`config.mk`:
```
export PLATFORM = sky130hd
export DESIGN_NAME = lfsr_period_sequencer
export DESIGN_NICKNAME = d
export VERILOG_FILES = /design/src/rtl/lfsr_pkg.sv /design/src/rtl/step_divider.sv /design/src/rtl/lfsr_period_sequencer.sv
export SDC_FILE = /design/constraint.sdc
export NUM_CORES = 1
export LEC_CHECK = 0
export CAP_MARGIN = 0
export CORE_UTILIZATION = 55
export CTS_CLUSTER_SIZE = 28
export DETAILED_ROUTE_END_ITERATION = 8
export HOLD_SLACK_MARGIN = 0.05
export PLACE_DENSITY = 0.81
export SYNTH_ARGS = -nofsm -noshare
export SYNTH_HDL_FRONTEND = slang
export SYNTH_SLANG_ARGS = --single-unit
```
`constraint.sdc`:
```
create_clock -name clk -period 3.5 [get_ports clk]
set_input_delay 0.35 -clock clk [delete_from_list [all_inputs] [get_ports clk]]
set_output_delay 0.35 -clock clk [all_outputs]
set_load 0.03 [all_outputs]
```
`src/rtl/lfsr_pkg.sv`:
```
// Shared types and sizing for the LFSR period sequencer and its step divider.
package lfsr_pkg;

  localparam int LFSR_BITS   = 5;
  localparam int PERIOD_BITS = LFSR_BITS + 1;

  typedef enum logic [2:0] {
    IDLE,
    LOAD_TAPS,
    LOAD_SEED,
    RUN,
    CHECK,
    DONE
  } seq_state_e;

endpackage

```
`src/rtl/step_divider.sv`:
```
// Step-interval counter: after start, tick is a registered pulse in the STEP_DIV-th run cycle.
module step_divider #(
  parameter int STEP_DIV = 1000
) (
  input  logic clk,
  input  logic reset,
  input  logic start,
  input  logic run,
  output logic tick
);

  localparam int            CW         = (STEP_DIV > 1) ? $clog2(STEP_DIV) : 1;
  localparam logic [CW-1:0] PRE_TERM   = (STEP_DIV > 1) ? CW'(STEP_DIV - 2) : '0;
  localparam logic          FIRST_TICK = (STEP_DIV == 1);

  logic [CW-1:0] cnt;

  // tick is decided one cycle early so it can leave a flop directly.
  // NOTE: sequential state uses <= so every flop samples pre-edge values.
  always_ff @(posedge clk) begin
    if (reset) begin
      cnt  <= '0;
      tick <= 1'b0;
    end else if (start) begin
      cnt  <= '0;
      tick <= FIRST_TICK;
    end else if (run && !tick) begin
      cnt  <= cnt + CW'(1);
      tick <= (cnt == PRE_TERM);
    end else begin
      cnt  <= '0;
      tick <= 1'b0;
    end
  end

endmodule

```
`src/rtl/lfsr_period_sequencer.sv`:
```
// Programs an external Galois LFSR core, steps it at a divided rate and measures
// how many steps it takes for the core state to come back to the seed.
module lfsr_period_sequencer
  import lfsr_pkg::*;
#(
  parameter int LFSR_BITS = lfsr_pkg::LFSR_BITS,
  parameter int STEP_DIV  = 1000
) (
  input  logic                 clk,
  input  logic                 reset,
  input  logic                 cmd_valid,
  output logic                 cmd_ready,
  input  logic [LFSR_BITS-1:0] cmd_taps,
  input  logic [LFSR_BITS-1:0] cmd_seed,
  input  logic                 abort,
  output logic [LFSR_BITS-1:0] lfsr_data,
  output logic                 lfsr_load_taps,
  output logic                 lfsr_load_seed,
  output logic                 lfsr_step,
  input  logic [LFSR_BITS-1:0] lfsr_state,
  output logic                 busy,
  output logic                 done,
  output logic [LFSR_BITS:0]   period,
  output logic                 no_return
);

  localparam int            PW        = LFSR_BITS + 1;
  localparam logic [PW-1:0] MAX_STEPS = PW'(2 ** LFSR_BITS);

  seq_state_e           state;
  logic [LFSR_BITS-1:0] seed_q;
  logic [PW-1:0]        count;
  logic [PW-1:0]        count_next;
  logic                 returned;
  logic                 exhausted;
  logic                 div_start;
  logic                 div_run;

  assign count_next = count + PW'(1);
  assign returned   = (lfsr_state == seed_q);
  assign exhausted  = (count_next == MAX_STEPS);
  assign cmd_ready  = (state == IDLE);
  assign busy       = (state != IDLE);

  // A fresh step interval begins on entry to RUN; abort must not leave a step pending.
  assign div_start = !abort && ((state == LOAD_SEED) ||
                                (state == CHECK && !returned && !exhausted));
  assign div_run   = !abort && (state == RUN);

  step_divider #(
    .STEP_DIV (STEP_DIV)
  ) u_step_divider (
    .clk   (clk),
    .reset (reset),
    .start (div_start),
    .run   (div_run),
    .tick  (lfsr_step)
  );

  always_ff @(posedge clk) begin
    if (reset) begin
      state          <= IDLE;
      seed_q         <= '0;
      count          <= '0;
      period         <= '0;
      no_return      <= 1'b0;
      done           <= 1'b0;
      lfsr_data      <= '0;
      lfsr_load_taps <= 1'b0;
      lfsr_load_seed <= 1'b0;
    end else begin
      done           <= 1'b0;
      lfsr_load_taps <= 1'b0;
      lfsr_load_seed <= 1'b0;
      if (abort && state != IDLE) begin
        state <= IDLE;
      end else begin
        case (state)
          IDLE: begin
            if (cmd_valid) begin
              seed_q         <= cmd_seed;
              period         <= '0;
              no_return      <= 1'b0;
              lfsr_data      <= cmd_taps;
              lfsr_load_taps <= 1'b1;
              state          <= LOAD_TAPS;
            end
          end
          LOAD_TAPS: begin
            lfsr_data      <= seed_q;
            lfsr_load_seed <= 1'b1;
            state          <= LOAD_SEED;
          end
          LOAD_SEED: begin
            count <= '0;
            state <= RUN;
          end
          RUN: begin
            if (lfsr_step) state <= CHECK;
          end
          CHECK: begin
            // The core state seen here already includes the step taken in RUN.
            if (returned) begin
              period <= count_next;
              done   <= 1'b1;
              state  <= DONE;
            end else if (exhausted) begin
              period    <= count_next;
              no_return <= 1'b1;
              done      <= 1'b1;
              state     <= DONE;
            end else begin
              count <= count_next;
              state <= RUN;
            end
          end
          DONE: state <= IDLE;
          default: state <= IDLE;
        endcase
      end
    end
  end

endmodule

```
## Word level (Yosys, flattened, before mapping)

Index checks and enable logic that the tools add are counted.

| storage, ports and cells | value |
|---|---|
| register bits | 40 |
| output and inout port bits | 18 |
| input bits | 19 |

| operators by class | value |
|---|---|
| eq/ne operators | 13 |
| multiplexer cells | 22 |
| bitwise operators | 4 |
| add/sub/neg operators | 2 |
| reductions and logical operators | 26 |

Operators with widths:

| operator | count |
|---|---|
| 6-bit 2-to-1 mux | 5 |
| 6-bit one-hot mux with 2 select lines | 2 |
| 3-bit one-hot mux with 5 select lines | 1 |
| 3-bit 2-to-1 mux | 4 |
| 10-bit by 1-bit adder with 10-bit output, second input constant | 1 |
| 10-bit == test, second input constant | 1 |
| 5-bit one-hot mux with 2 select lines | 1 |
| 3-bit OR reduction | 3 |
| 2-bit inequality test, second input constant | 4 |
| 4-bit AND reduction | 2 |
| 1-bit 2-to-1 mux | 7 |
| 6-bit by 1-bit adder with 6-bit output, second input constant | 1 |
| 3-bit by 2-bit == test with 1-bit output, second input constant | 2 |
| 6-bit == test, second input constant | 1 |
| 1-bit logical AND | 6 |
| 3-bit AND reduction | 2 |
| 2-bit nonzero test | 3 |
| 5-bit == test | 1 |
| 5-bit 2-to-1 mux | 1 |
| 5-bit AND reduction | 1 |
| 1-bit zero test | 4 |
| 1-bit inverter | 4 |
| 3-bit by 1-bit == test with 1-bit output, second input constant | 1 |
| 3-bit == test, second input constant | 1 |
| 8 further kinds | 8 |

## Logic depth before layout (Yosys ltp)

Gate-level depths: netlist of the first run.

| logic depth | value |
|---|---|
| word-level depth | 7 |
| gate-level depth with buffers | 7 |
| depth with buffers taken out | 6 |

## Modules after synthesis

Synthesis of the first run repeated with hierarchy kept, for this count alone.

| unflattened totals | value |
|---|---|
| cell total of the unflattened synthesis | 207 |
| area, all modules | 1919.3 µm² |

Modules (own cells, without submodules):

| module | cells an instance | area an instance (µm²) | times used |
|---|---|---|---|
| lfsr_period_sequencer | 157 | 1455.1 | 1 |
| step_divider | 50 | 464.2 | 1 |

## Worst setup path before layout of the first run

OpenSTA, ideal clock, no wires.

| timing path | value |
|---|---|
| path type | reg-to-reg |
| start point | register state[2] |
| end point | register lfsr_data[0] |
| slack | 1.330 ns |
| data arrival time | 2.042 ns |
| period minus slack after synthesis | 2.170 ns |
| stages on the path, launching flop included | 8 |
| library setup time | 0.128 ns |
| buffers on the path | 1 |
| required time | 3.372 ns |
| cells stage by stage | dfxtp_1 > buf_2 > nor3_2 > inv_1 > a31oi_2 > nor2_1 > a21oi_1 > nor2_1 |

RTL lines:

| what | line | RTL |
|---|---|---|
| start: declaration | lfsr_period_sequencer.sv:30 | `seq_state_e state;` |
| start signal: assignment | lfsr_period_sequencer.sv:62 | `state <= IDLE;` |
| start signal: assignment | lfsr_period_sequencer.sv:76 | `state <= IDLE;` |
| start signal: assignment | lfsr_period_sequencer.sv:86 | `state <= LOAD_TAPS;` |
| 3-bit zero test * | - |  |
| net cmd_ready | lfsr_period_sequencer.sv:12 | `output logic cmd_ready,` |
| 2-bit inequality test (no line) / 2-bit nonzero test (equally long branches) | - |  |
| 3-bit AND reduction (no line) | - |  |
| end signal: assignment | lfsr_period_sequencer.sv:84 | `lfsr_data <= cmd_taps;` |
| end signal: assignment | lfsr_period_sequencer.sv:90 | `lfsr_data <= seed_q;` |
| end: declaration | lfsr_period_sequencer.sv:16 | `output logic [LFSR_BITS-1:0] lfsr_data,` |

Mark *: on every way through the listed nets, which the timed path passes. The rest lies on a longest branch.
A chain may end at the register's enable or synchronous reset.

## Final worst setup path of the first run

| timing path | value |
|---|---|
| start point | register state[2] |
| end point | output port busy |

| on the way | value |
|---|---|
| cells in the longest elaborated chain, start to end | 1 |

Ends and longest elaborated chain:

| what | line | RTL |
|---|---|---|
| 3-bit nonzero test | lfsr_period_sequencer.sv:43 | `assign busy = (state != IDLE);` |
| end: declaration | lfsr_period_sequencer.sv:21 | `output logic busy,` |

Every way passes these cells.

==> results of run 1 <==
## critical path, stage by stage (launching register included)
cell and delay, ns:
dfxtp_1 0.62, nor3_2 0.14, inv_1 0.12, clkdlybuf4s50_1 0.68
## registers in the layout (all words and copies together) (netlist names), 3 cells and up
name / flops
lfsr_data: 5
u_step_divider.cnt: 10
count: 6
period: 6
seed_q: 5
state: 3
## cell type report
cell class / instances / area, um2
tap: 46 / 57.6
multi-input combinational: 167 / 1090
clock buffer: 6 / 41.3
sequential: 40 / 801
inverter: 5 / 18.8
clock inverter: 2 / 35.0
fill: 268 / 980
timing repair buffer: 37 / 368
## metrics by stage
| step | hold slack [ns] | cell area, um2 | util [%] | instances | power (W) |
|---|---|---|---|---|---|
| finish | 0.488 | 2410 | 71.1 | 303 | 0.000960 |
| global route | 0.502 | 2410 | 71.1 | 303 | 0.00100 |
| CTS | 0.491 | 2410 | 71.1 | 303 | 0.000971 |
| detailed placement | 0.468 | 2330 | 68.8 | 295 | 0.000679 |
| global placement | 0.463 | 2330 | 68.8 | 295 | 0.000675 |
| floorplan | 0.441 | 1980 | - | 224 | 0.000614 |
## where the power goes
part           switching, W  total [W]  internal, W
clock              0.000143   0.000293     0.000150
combinational     0.0000957   0.000177    0.0000814
sequential        0.0000196   0.000491     0.000471
## how the worst max path moves through the flow
stage	end	slack [ns]	cells past startpoint
6_report	busy	1.24	3
5_1_grt	busy	1.12	3
4_1_cts	busy	1.22	3
3_5_place_dp	count[4]	1.22	6
3_3_place_gp	count[4]	1.27	6
2_1_floorplan	lfsr_data[0]	1.33	7
## metal layers
layer / wire length, um / share of wire [%]
met1: 1930 / 49
met4: 59 / 1.5
met5: 0 / 0
met3: 128 / 3.2
met2: 1820 / 46
## cells in the final DEF, fill, tap and decap left out, types with 4 or more instances in the layout
master and count:
dfxtp_1 40, clkdlybuf4s50_1 36, nor2_1 28, nand2_1 21, a21oi_1 14, mux2i_1 12
xor2_1 12, nand3_1 10, nand2b_1 9, inv_1 5, nor3_1 5, xnor2_1 5
o21ai_0 5, clkbuf_4 5, and2_1 4, ha_1 4
## cells by family after synthesis
| group | after synthesis | share of synthesized area (%) |
|---|---|---|
| buffers and inverters | 17 | 4.61 |
| AOI/OAI and AO/OA | 34 | 11.6 |
| xor gates and xnor gates | 17 | 7.52 |
| DFF | 40 | 40.4 |
| adders and majority gates | 4 | 2.53 |
| and+or+nand+nor | 98 | 25.8 |
| muxes | 14 | 7.58 |
==> metrics.txt, run 1 <==
status=finished, final reports clean; Hold Path Stages=2; Clock Skew=0.00529 ns; Setup crit start kind=flip-flop; asr flop ratio synth=0%; CTS Sinks=40; global route hottest layer=met2; Die ar.=3850 um2; most common cell in the netlist=dfxtp_1; Hold Path Sink=period[1]; sequential share of the synthesized area=40.4%; ANT nets after route=0; critical path class=reg -> out; CTS Hold Bufs=0; Top FF cell, synth=dfxtp_1; area leader, netlist=dfxtp_1; minimum clock period=2.26 ns; IO Pins=37; vias=1611; area of the core=3390 um2; GR Util met1=29.1%; Net Count, Synth=247; setup_tns=0 ns; first-pass GRT wire length=6350 um; Std-Cell Rows=21; Starting Density=58.4%; R2R Path End=period[4]; FF+latch count, synth=40; CP endpoint kind=output port; initial DRC count=67; Setup crit start=state[2]; Mapped Area=1980 um2; main area contributors after synthesis=dfxtp_1 40%, mux2i_1 6.1%, nor2_1 5.3%; final setup margin=1.24 ns; hpwl dp=2880 um; final global-route overflow total=0; Layout Area Growth over Synthesis=21.7%; count of different cell masters after synthesis=43; Cells after Synth=224; met3 Usage GRT=7.45%; number of global-route vias before repair=1471; final setup fails=0; GRT Total Usage=23.4%; pwr/cell area=399 nW/um2; Post-synth EDFFs=0; diode count=0; CTS tree=done; Syn. warnings=0; H-tree Lvls=2; CP max FO=11; Post-synth top cells=40 x dfxtp_1, 28 x nor2_1, 21 x nand2_1; Hold Crit Class=reg -> reg; Root Buffer=clkbuf_4; Setup Buffers After CTS=0; I/O Buffers=36; chip width=62.0 um; initial antenna violation count=0; worst path required time=3.15 ns; clock latency on the worst-skew pair=0.35 ns; die height=62.0 um; post-CTS sizing=0; Final Max Slew Viols=0; Synth Area per Inst=8.84 um2; relative slew slack=56.1%; fmax=0.442 GHz; detailed-route wire length=3940 um; final hold vios=0; hold path startpoint=period[1]; WL/cell=13.0 um; number of nets in the layout=279; Tcrit/Tclk final=64.6%; met2 Usage GRT=38.3%; max-cap viol count=0; R2R depth=6; Slew @ Worst Pin=0.655 ns; RePlAce Congestion=0.822; Via density=5.32; post-placement setup slack=1.22 ns; first-pass detailed-route iteration total=4; DRC errors left=0; unrepaired setup endpoints after global routing=no; layout cell share with drive strength beyond 1=6.23%; CTS Buffer Depth=2; Yosys top cell area share=40.4%; CTS buffer count=5; reg2reg start=count[1]; pin count of the biggest net entering global routing=17; Critical Path AT=1.91 ns; reg-to-reg slack, setup=1.34 ns; maximum vdd drop=0.293 mV; clock-pin slew on the worst setup and hold paths=0.11 ns; LEAKAGE=0.909 nW
No activity file was read; power rests on OpenSTA's default activity.
==> run 2, diff against run 1 <==
Settings changed: CORE_UTILIZATION 55 to 51, PLACE_DENSITY 0.81 to 0.75.
Clock period 3.5 ns to 2.2 ns, I/O delays scaled along.
==> run 2 against run 1 <==
Die area increased by 7.6%; global-route usage decreased by 1.5 points; worst setup slack worse by 1.1 ns; sequential share of layout area down 2.2 points; clock-buffer cell count down 1; sequential power is 58% higher; flip-flop and latch count is the same; power is 100% higher; critical path type unchanged; cell count increased by 4.3%; routed wire length increased by 3.4%; non-clock buffer count up 11.
==> metrics.txt, run 2 (synthesized netlist as in run 1, its figures left out) <==
hpwl dp=2960 um (was 2880 um); ANT nets after route=0 (unchanged); unrepaired setup endpoints after global routing=no (unchanged); number of nets in the layout=290 (was 279); Largest register FFs=10 (unchanged); Power Internal=0.00147 W (was 0.000702 W); final global-route overflow total=0 (unchanged); fmax=0.480 GHz; CTS buffer count=5 (unchanged); Setup crit start=state[2] (unchanged); I/O Buffers=36 (unchanged); CP endpoint kind=output port (unchanged); pin count of the biggest net entering global routing=17 (unchanged); minimum clock period=2.09 ns; Starting Density=53.7% (was 58.4%); GRT Total Usage=21.8% (was 23.4%); final hold vios=0 (unchanged); Pwr Total=0.00192 W (was 0.000960 W); Std-Cell Rows=22 (was 21); Gate power share=16.4% (was 18.4%); Worst Setup EP=busy (unchanged); clock-pin slew on the worst setup and hold paths=0.08 ns (was 0.11 ns); clock power share=43.0% (was 30.5%); IO Pins=37 (unchanged); H-tree Lvls=2 (unchanged); Core Util, Final=69.9% (was 71.1%); CTS tree=done (unchanged); Largest regs=u_step_divider.cnt x10, count x6, period x6 (unchanged); max-cap viol count=0 (unchanged); WL/cell=12.9 um (was 13.0 um); Die ar.=4140 um2 (was 3850 um2); CTS Sinks=40 (unchanged); Tcrit/Tclk final=94.8%; maximum vdd drop=0.618 mV (was 0.293 mV); pwr/cell area=743 nW/um2 (was 399 nW/um2); Critical Path AT=1.87 ns (was 1.91 ns); placed inst area=2390 um2 (was 2330 um2); Via density=5.18 (was 5.32); reg2reg start=count[1] (unchanged); LEAKAGE=0.999 nW (was 0.909 nW); commonest non-fill, non-tap cell in the layout=dfxtp_1 (unchanged); die height=64.3 um (was 62.0 um); reg-to-reg slack, setup=0.11 ns (was 1.34 ns); post-route cell area=2580 um2 (was 2410 um2); FILL cells=303 (was 268); CP max FO=11 (unchanged); initial DRC count=97 (was 67); Most flops, register=u_step_divider.cnt (unchanged); final setup fails=0 (unchanged); area of the core=3690 um2 (was 3390 um2); Setup crit start kind=flip-flop (unchanged); status=finished, final reports clean (unchanged); chip width=64.3 um (was 62.0 um); Clock Skew=0.00764 ns (was 0.00529 ns); critical path class=reg -> out (unchanged); diode count=0 (unchanged); CTS Buffer Depth=2 (unchanged); layout cell share with drive strength beyond 1=10.4% (was 6.23%); CTS Hold Bufs=0 (unchanged); detailed-route wire length=4080 um (was 3940 um); most frequent cells in the layout=40 x dfxtp_1, 36 x clkdlybuf4s50_1, 28 x nor2_1 (unchanged); Root Buffer=clkbuf_8 (was clkbuf_4); worst path required time=1.98 ns (was 3.15 ns); DRC errors left=0 (unchanged); RePlAce Congestion=0.852 (was 0.822); first-pass detailed-route iteration total=4 (unchanged); switch share=23.2% (was 26.9%); first-pass GRT wire length=6910 um (was 6350 um); Slew @ Worst Pin=0.464 ns (was 0.655 ns); relative slew slack=69.0% (was 56.1%); vias=1637 (was 1611); setup_tns=0 ns (unchanged); R2R Path End=period[4] (unchanged); number of global-route vias before repair=1526 (was 1471); Final Max Slew Viols=0 (unchanged); R2R depth=6 (unchanged); part of the power in registers=40.6% (was 51.1%); Layout Area Growth over Synthesis=30.1% (was 21.7%); clock latency on the worst-skew pair=0.30 ns (was 0.35 ns); initial antenna violation count=0 (unchanged); Psw=0.000444 W (was 0.000258 W); Hold Crit Class=in -> reg (was reg -> reg)
run 2: per-stage QoR:
step	hold WS (ns)	std cells	worst slack [ns]
2_1_floorplan	0.356	224	0.0300
3_3_place_gp	0.456	304	0.140
3_5_place_dp	0.468	304	0.120
4_1_cts	0.458	312	0.0822
5_1_grt	0.497	316	0.00902
6_report	0.466	316	0.115
run 2: how the worst min path moves through the flow:
stage / to / cells past startpoint / from
finish: seed_q[1] / 3 / cmd_seed[1]
detailed placement: u_step_divider.cnt[0] / 1 / u_step_divider.cnt[0]
global route: seed_q[1] / 3 / cmd_seed[1]
floorplan: seed_q[0] / 2 / cmd_seed[0]
CTS: seed_q[1] / 3 / cmd_seed[1]
global placement: u_step_divider.cnt[0] / 1 / u_step_divider.cnt[0]
run 2: routing by layer:
layer,global-route usage [%],up-vias,routed length (um)
li1,-,855,-
met1,28.8,739,2030
met2,33.7,36,1820
met3,4.82,7,156
met4,10.0,0,70
met5,0,-,0
run 2: power groups by stage:
| stage | registers (W) | clock network, W | logic, W |
|---|---|---|---|
| after floorplan | 0.000805 | 0 | 0.000172 |
| after global placement | 0.000794 | 0 | 0.000297 |
| after detailed placement | 0.000795 | 0 | 0.000299 |
| after CTS | 0.000778 | 0.000837 | 0.000301 |
| after global routing | 0.000782 | 0.000877 | 0.000343 |
| final | 0.000778 | 0.000824 | 0.000314 |
run 2: layout make-up:
class	instances	area, um2	area share [%]
Multi-Input combinational cell	167	1090	42.2
Sequential cell	40	801	31.1
Timing Repair Buffer	48	450	17.5
Clock inverter	3	90.1	3.50
Clock buffer	5	68.8	2.67
Tap cell	48	60.1	2.33
Inverter	5	18.8	0.728
run 2: critical path, cell delays in order (launching register included):
cell and delay (ns):
dfxtp_1 0.61, nor3_2 0.14, inv_1 0.13, clkdlybuf4s50_1 0.68
run 2: what timing repair did:
action                     CTS  global route
gates resized for setup      0             0
buffers inserted             0             4
setup endpoints to repair    0             1
hold endpoints to repair     0             0
